--- config.mk ---
export PLATFORM = sky130hd
export DESIGN_NAME = demux_route_ctrl_flat
export DESIGN_NICKNAME = d
export VERILOG_FILES = /design/src/rtl/demux_route_if.sv /design/src/rtl/demux_route_ctrl.sv /design/src/flat_wrapper.sv
export SDC_FILE = /design/constraint.sdc
export NUM_CORES = 1
export LEC_CHECK = 0
export CAP_MARGIN = 20
export CELL_PAD_IN_SITES_DETAIL_PLACEMENT = 1
export CELL_PAD_IN_SITES_GLOBAL_PLACEMENT = 1
export CORE_AREA = 3 3 303 305
export DETAILED_ROUTE_END_ITERATION = 6
export DIE_AREA = 0 0 306 308
export GPL_TIMING_DRIVEN = 1
export PLACE_DENSITY_LB_ADDON = 0.1
export SKIP_CTS_REPAIR_TIMING = 1
export SLEW_MARGIN = 30
export SYNTH_ARGS = -nofsm -noshare
export SYNTH_HDL_FRONTEND = slang
export SYNTH_SLANG_ARGS = --single-unit
--- constraint.sdc ---
create_clock -name clk -period 13.5 [get_ports clk]
set_clock_uncertainty 0.1 [all_clocks]
set_input_delay 2.7 -clock clk [delete_from_list [all_inputs] [get_ports clk]]
set_output_delay 2.7 -clock clk [all_outputs]
set_load 0.01 [all_outputs]
--- src/rtl/demux_route_if.sv ---
// Upstream stream plus the two downstream sink channels of the block-routing demux.
interface demux_route_if #(
  parameter int unsigned data_width = 256
);
  logic                  in_valid;
  logic                  in_ready;
  logic [data_width-1:0] in_data;
  logic                  out0_valid;
  logic                  out0_ready;
  logic [data_width-1:0] out0_data;
  logic                  out1_valid;
  logic                  out1_ready;
  logic [data_width-1:0] out1_data;

  // Router side: accepts the upstream stream and drives both sinks.
  modport master (
    input  in_valid, in_data, out0_ready, out1_ready,
    output in_ready, out0_valid, out0_data, out1_valid, out1_data
  );

  // Environment side: produces the stream and consumes the sinks.
  modport slave (
    output in_valid, in_data, out0_ready, out1_ready,
    input  in_ready, out0_valid, out0_data, out1_valid, out1_data
  );
endinterface

--- src/rtl/demux_route_ctrl.sv ---
// Routes a job of num_blk blocks of blk_len words, alternating whole blocks
// between sink 0 and sink 1 through a one-entry output buffer.
module demux_route_ctrl #(
  parameter int unsigned data_width = 256,
  parameter int unsigned blk_len    = 8,
  parameter int unsigned cnt_width  = 8
) (
  input  logic                 clk,
  input  logic                 rst,
  input  logic                 start,
  input  logic [cnt_width-1:0] num_blk,
  output logic                 busy,
  output logic                 done,
  output logic                 demux_two,
  demux_route_if.master        bus
);

  localparam int unsigned wc_width = (blk_len > 1) ? $clog2(blk_len) : 1;
  localparam logic [wc_width-1:0] wc_last = wc_width'(blk_len - 1);

  typedef enum logic [1:0] {IDLE, ROUTE, DRAIN} state_t;

  state_t                state, state_nxt;
  logic [wc_width-1:0]   wcnt, wcnt_nxt;
  logic [cnt_width-1:0]  bcnt, bcnt_nxt;
  logic [cnt_width-1:0]  nblk, nblk_nxt;
  logic                  sel_nxt, busy_nxt, done_nxt;
  logic                  buf_valid, buf_valid_nxt;
  logic                  buf_sel, buf_sel_nxt;
  logic [data_width-1:0] buf_data, buf_data_nxt;
  logic                  sel_ready, in_xfer, out_xfer, last_word;

  // Buffer may refill in the same cycle its current word leaves.
  assign sel_ready    = buf_sel ? bus.out1_ready : bus.out0_ready;
  assign out_xfer     = buf_valid && sel_ready;
  assign bus.in_ready = (state == ROUTE) && (!buf_valid || sel_ready);
  assign in_xfer      = bus.in_valid && bus.in_ready;
  assign last_word    = (wcnt == wc_last) && (bcnt == (nblk - cnt_width'(1)));

  assign bus.out0_valid = buf_valid && !buf_sel;
  assign bus.out1_valid = buf_valid && buf_sel;
  assign bus.out0_data  = buf_sel ? '0 : buf_data;
  assign bus.out1_data  = buf_sel ? buf_data : '0;

  always_comb begin
    state_nxt     = state;
    wcnt_nxt      = wcnt;
    bcnt_nxt      = bcnt;
    nblk_nxt      = nblk;
    sel_nxt       = demux_two;
    done_nxt      = 1'b0;
    buf_valid_nxt = buf_valid;
    buf_sel_nxt   = buf_sel;
    buf_data_nxt  = buf_data;

    if (in_xfer) begin
      buf_data_nxt  = bus.in_data;
      buf_sel_nxt   = demux_two;
      buf_valid_nxt = 1'b1;
    end else if (out_xfer) begin
      buf_valid_nxt = 1'b0;
    end

    case (state)
      IDLE: begin
        if (start) begin
          if (num_blk != '0) begin
            state_nxt = ROUTE;
            wcnt_nxt  = '0;
            bcnt_nxt  = '0;
            sel_nxt   = 1'b0;
            nblk_nxt  = num_blk;
          end else begin
            done_nxt = 1'b1;
          end
        end
      end
      ROUTE: begin
        // Select flips after the word that closes a block has been captured.
        if (in_xfer) begin
          if (wcnt == wc_last) begin
            wcnt_nxt = '0;
            bcnt_nxt = bcnt + cnt_width'(1);
            sel_nxt  = !demux_two;
          end else begin
            wcnt_nxt = wcnt + wc_width'(1);
          end
          if (last_word) state_nxt = DRAIN;
        end
      end
      DRAIN: begin
        if (!buf_valid || out_xfer) begin
          state_nxt = IDLE;
          done_nxt  = 1'b1;
        end
      end
      default: state_nxt = IDLE;
    endcase

    busy_nxt = (state_nxt != IDLE);
  end

  always_ff @(posedge clk or posedge rst) begin
    if (rst) begin
      state     <= IDLE;
      wcnt      <= '0;
      bcnt      <= '0;
      nblk      <= '0;
      demux_two <= 1'b0;
      busy      <= 1'b0;
      done      <= 1'b0;
      buf_valid <= 1'b0;
      buf_sel   <= 1'b0;
      buf_data  <= '0;
    end else begin
      state     <= state_nxt;
      wcnt      <= wcnt_nxt;
      bcnt      <= bcnt_nxt;
      nblk      <= nblk_nxt;
      demux_two <= sel_nxt;
      busy      <= busy_nxt;
      done      <= done_nxt;
      buf_valid <= buf_valid_nxt;
      buf_sel   <= buf_sel_nxt;
      buf_data  <= buf_data_nxt;
    end
  end

endmodule

--- src/flat_wrapper.sv ---
// flat-port wrapper written by rule: the top's interface ports become plain ports
module demux_route_ctrl_flat 
#(
  parameter int unsigned data_width = 256,
  parameter int unsigned blk_len    = 8,
  parameter int unsigned cnt_width  = 8
)
  (clk, rst, start, num_blk, busy, done, demux_two, bus_in_valid, bus_in_data, bus_out0_ready, bus_out1_ready, bus_in_ready, bus_out0_valid, bus_out0_data, bus_out1_valid, bus_out1_data);
  demux_route_if #(.data_width(data_width)) bus_i ();
  input  logic clk;
  input  logic rst;
  input  logic start;
  input  logic [cnt_width-1:0] num_blk;
  output logic busy;
  output logic done;
  output logic demux_two;
  input wire logic [$bits(bus_i.in_valid)-1:0] bus_in_valid;
  input wire logic [$bits(bus_i.in_data)-1:0] bus_in_data;
  input wire logic [$bits(bus_i.out0_ready)-1:0] bus_out0_ready;
  input wire logic [$bits(bus_i.out1_ready)-1:0] bus_out1_ready;
  output wire logic [$bits(bus_i.in_ready)-1:0] bus_in_ready;
  output wire logic [$bits(bus_i.out0_valid)-1:0] bus_out0_valid;
  output wire logic [$bits(bus_i.out0_data)-1:0] bus_out0_data;
  output wire logic [$bits(bus_i.out1_valid)-1:0] bus_out1_valid;
  output wire logic [$bits(bus_i.out1_data)-1:0] bus_out1_data;
  assign bus_i.in_valid = bus_in_valid;
  assign bus_i.in_data = bus_in_data;
  assign bus_i.out0_ready = bus_out0_ready;
  assign bus_i.out1_ready = bus_out1_ready;
  assign bus_in_ready = bus_i.in_ready;
  assign bus_out0_valid = bus_i.out0_valid;
  assign bus_out0_data = bus_i.out0_data;
  assign bus_out1_valid = bus_i.out1_valid;
  assign bus_out1_data = bus_i.out1_data;
  demux_route_ctrl #(.data_width(data_width), .blk_len(blk_len), .cnt_width(cnt_width)) u_core (.clk(clk), .rst(rst), .start(start), .num_blk(num_blk), .busy(busy), .done(done), .demux_two(demux_two), .bus(bus_i));
endmodule
==> flow_summary.ini <==
[run_status]
status = finished, final reports clean

[placement]
dpl_worst_slack_ns = 6.35
post-dp-hpwl_mm = 53.2
gp_congestion = 0.732
dp.cells = 3139
numPortBuffers = 787

[timing]
finalSetupViolCount = 0
setup_tns_ns = 0
drv_slew = 0
max_freq_mhz = 140
fin_crit_sh = 0.528
worst_slew_pin_slew_ns = 0.958
relSlewSlack = 0.361
grt_setup_unrepaired = no
min_period_ns = 7.13
hold_viol = 0
setup_ws_ns = 6.37

[cts]
clockRootBuffer = clkbuf_16
clkTransAtPathRegs_ns = 0.05
cts_tree = yes
cts_buffers = 42
clk_path_buf_depth = 3
clock_latency_ns = 0.56
cts_max_level = 2
cts_sinks = 282

[worst_setup_path]
crit_type = primary input to output port
critPathRequiredTime_ns = 10.70
crit_fanout = 4
critPathLaunchType = primary input
arrival_ns = 4.33
worstSetupEndpointType = output port

[floorplanning]
row_count = 110
die_area_mm2 = 0.0942
io_pins = 788
core_area_mm2 = 0.0896
die_h_um = 308
start_util = 0.160
die_w_um = 306

[yosys]
post_synth_num_cell_types = 38
yosys_warnings = 0
synthCells = 1252
synthTopCellsByCount = dfrtp_1 (282), and2_1 (259), nor2b_1 (258), mux2_2 (174), mux2_1 (89)
async_flop_share = 1.00
synth.avg_cell_area_um2 = 11.4
synthesis.area_mm2 = 0.0143
ys_seq_area_frac = 0.493
synth_most_common_cell = dfrtp_1
ys_ff_latch = 282
synth-edff-count = 0
synth_area_leaders = dfrtp_1 (49%), mux2_2 (14%), and2_1 (11%)
synth_nets = 1526
yosysTopAreaCell = dfrtp_1
synth_top_cell_area_share = 0.493
synth_ff_type = dfrtp_1

[pwr]
peakVddDrop_uv = 98.5
power.density_mw_per_mm2 = 225
leakage_nw = 9.69

[route]
wl_met2_mm = 37.3
vias_per_cell = 3.76
first_pass_iters = 4
topRoutingLayerUsed = met5
post-route-drc-count = 0
drt-met1-wl_mm = 24.0
final_antenna_net_count = 0
first_iter_violations = 375
wirelength_mm = 69.1
met3WireLength_mm = 6.02
routedWlPerCell_um = 21.5
vias = 12100

[job]
maxCapViolCount = 0

[cells_and_area]
stdcell_count = 3219
nNetsFinal = 2281
layout-drive-gt1-share = 0.127
syn2layout_area_growth_pct = 74.0

[global_route]
grt_use_total = 0.140
overflow = 0
grt_pass1_vias = 12900
antenna_found_initial = 17
grt_pass1_wl_mm = 96.5
grt_max_degree = 227

[min_path]
min_path_type = flip-flop to flip-flop
state kept, by name, indices dropped and copies added (netlist names):
| signal | count |
|---|---|
| u_core.state | 2 |
| u_core.busy | 1 |
| u_core.nblk | 8 |
| u_core.bcnt | 8 |
| u_core.demux_two | 1 |
| u_core.buf_sel | 1 |
| u_core.buf_data | 256 |
| u_core.wcnt | 3 |
| u_core.buf_valid | 1 |
| u_core.done | 1 |
cells in the final DEF, fill, tap and decap left out, drive strengths merged:
cell type and count:
a41o 1, and4 1, mux2i 3, bufinv 4, or2 1, buf 12
diode 4, o211a 2, or3 2, nand3 4, nand4b 1, a221oi 1
clkdlybuf4s50 787, clkbuf 63, a21o 1, ha 4, o21ai 7, a21oi 6
mux2 263, a31oi 1, a22o 1, nor4 4, and3 2, nand3b 2
or3b 1, inv 9, nand2 10, nand4 4, nor2b 258, a2111oi 1
nand2b 2, clkinv 10, nor3 2, o31ai 2, and2 259, xor2 6
xnor2 8, nor2 12, dfrtp 282
through the flow:
step	util	power [mW]	area [µm²]	hold slack (ns)
after floorplan	-	2.69	14300	0.353
after detailed placement	0.261	4.55	23400	0.387
final	0.278	5.60	24900	0.392
after CTS	0.277	5.76	24900	0.399
after global routing	0.278	5.98	24900	0.422
after global placement	0.261	4.51	23400	0.369
metal layers:
metal  vias to the layer above  track usage
li1                       5598            -
met1                      5999        0.137
met2                       397        0.269
met3                        98       0.0585
met4                        24       0.0380
met5                         -            0
kinds of logic after synthesis:
family | count (synthesis) | synth area share
simple gates | 565 | 0.243
compound gates | 23 | 0.0114
fa+ha+maj | 4 | 0.00350
buf+inv | 98 | 0.0303
mux | 266 | 0.209
xor+xnor | 14 | 0.00857
flops | 282 | 0.493
worst max-delay path: stages:
cell and delay [ns]:
clkdlybuf4s50_1 0.41, mux2i_2 0.36, nand2_1 0.17, and2_1 0.19
clkdlybuf4s50_1 0.49
worst paths after layout:
kind	from	end	slack (ns)	cells past startpoint
setup / recovery	bus_out0_ready	bus_in_ready	6.37	5
hold / removal	u_core.wcnt[1]	u_core.wcnt[1]	0.39	2
setup reg to reg	u_core.buf_sel	u_core.buf_data[170]	9.54	6
hold reg to reg	u_core.wcnt[1]	u_core.wcnt[1]	0.39	2
max in group asynchronous	rst	u_core.buf_sel	8.90	4
min in group asynchronous	rst	u_core.buf_data[163]	2.49	2
final cells by class:
class	count	area (µm²)
sequential	282	7060
multi-input combinational	872	6840
antenna	4	10.0
inverter	10	50.0
fill	9937	64700
timing repair buffer	799	8020
tap	1176	1470
clock inverter	13	165
clock buffer	63	1270
where the power goes:
group | internal, mW | switching (mW) | total (mW)
combinational | 1.70 | 1.28 | 2.97
sequential | 1.18 | 0.292 | 1.47
clock | 0.725 | 0.434 | 1.16
total | 3.60 | 2.00 | 5.60
No activity file was read; power rests on OpenSTA's default activity.
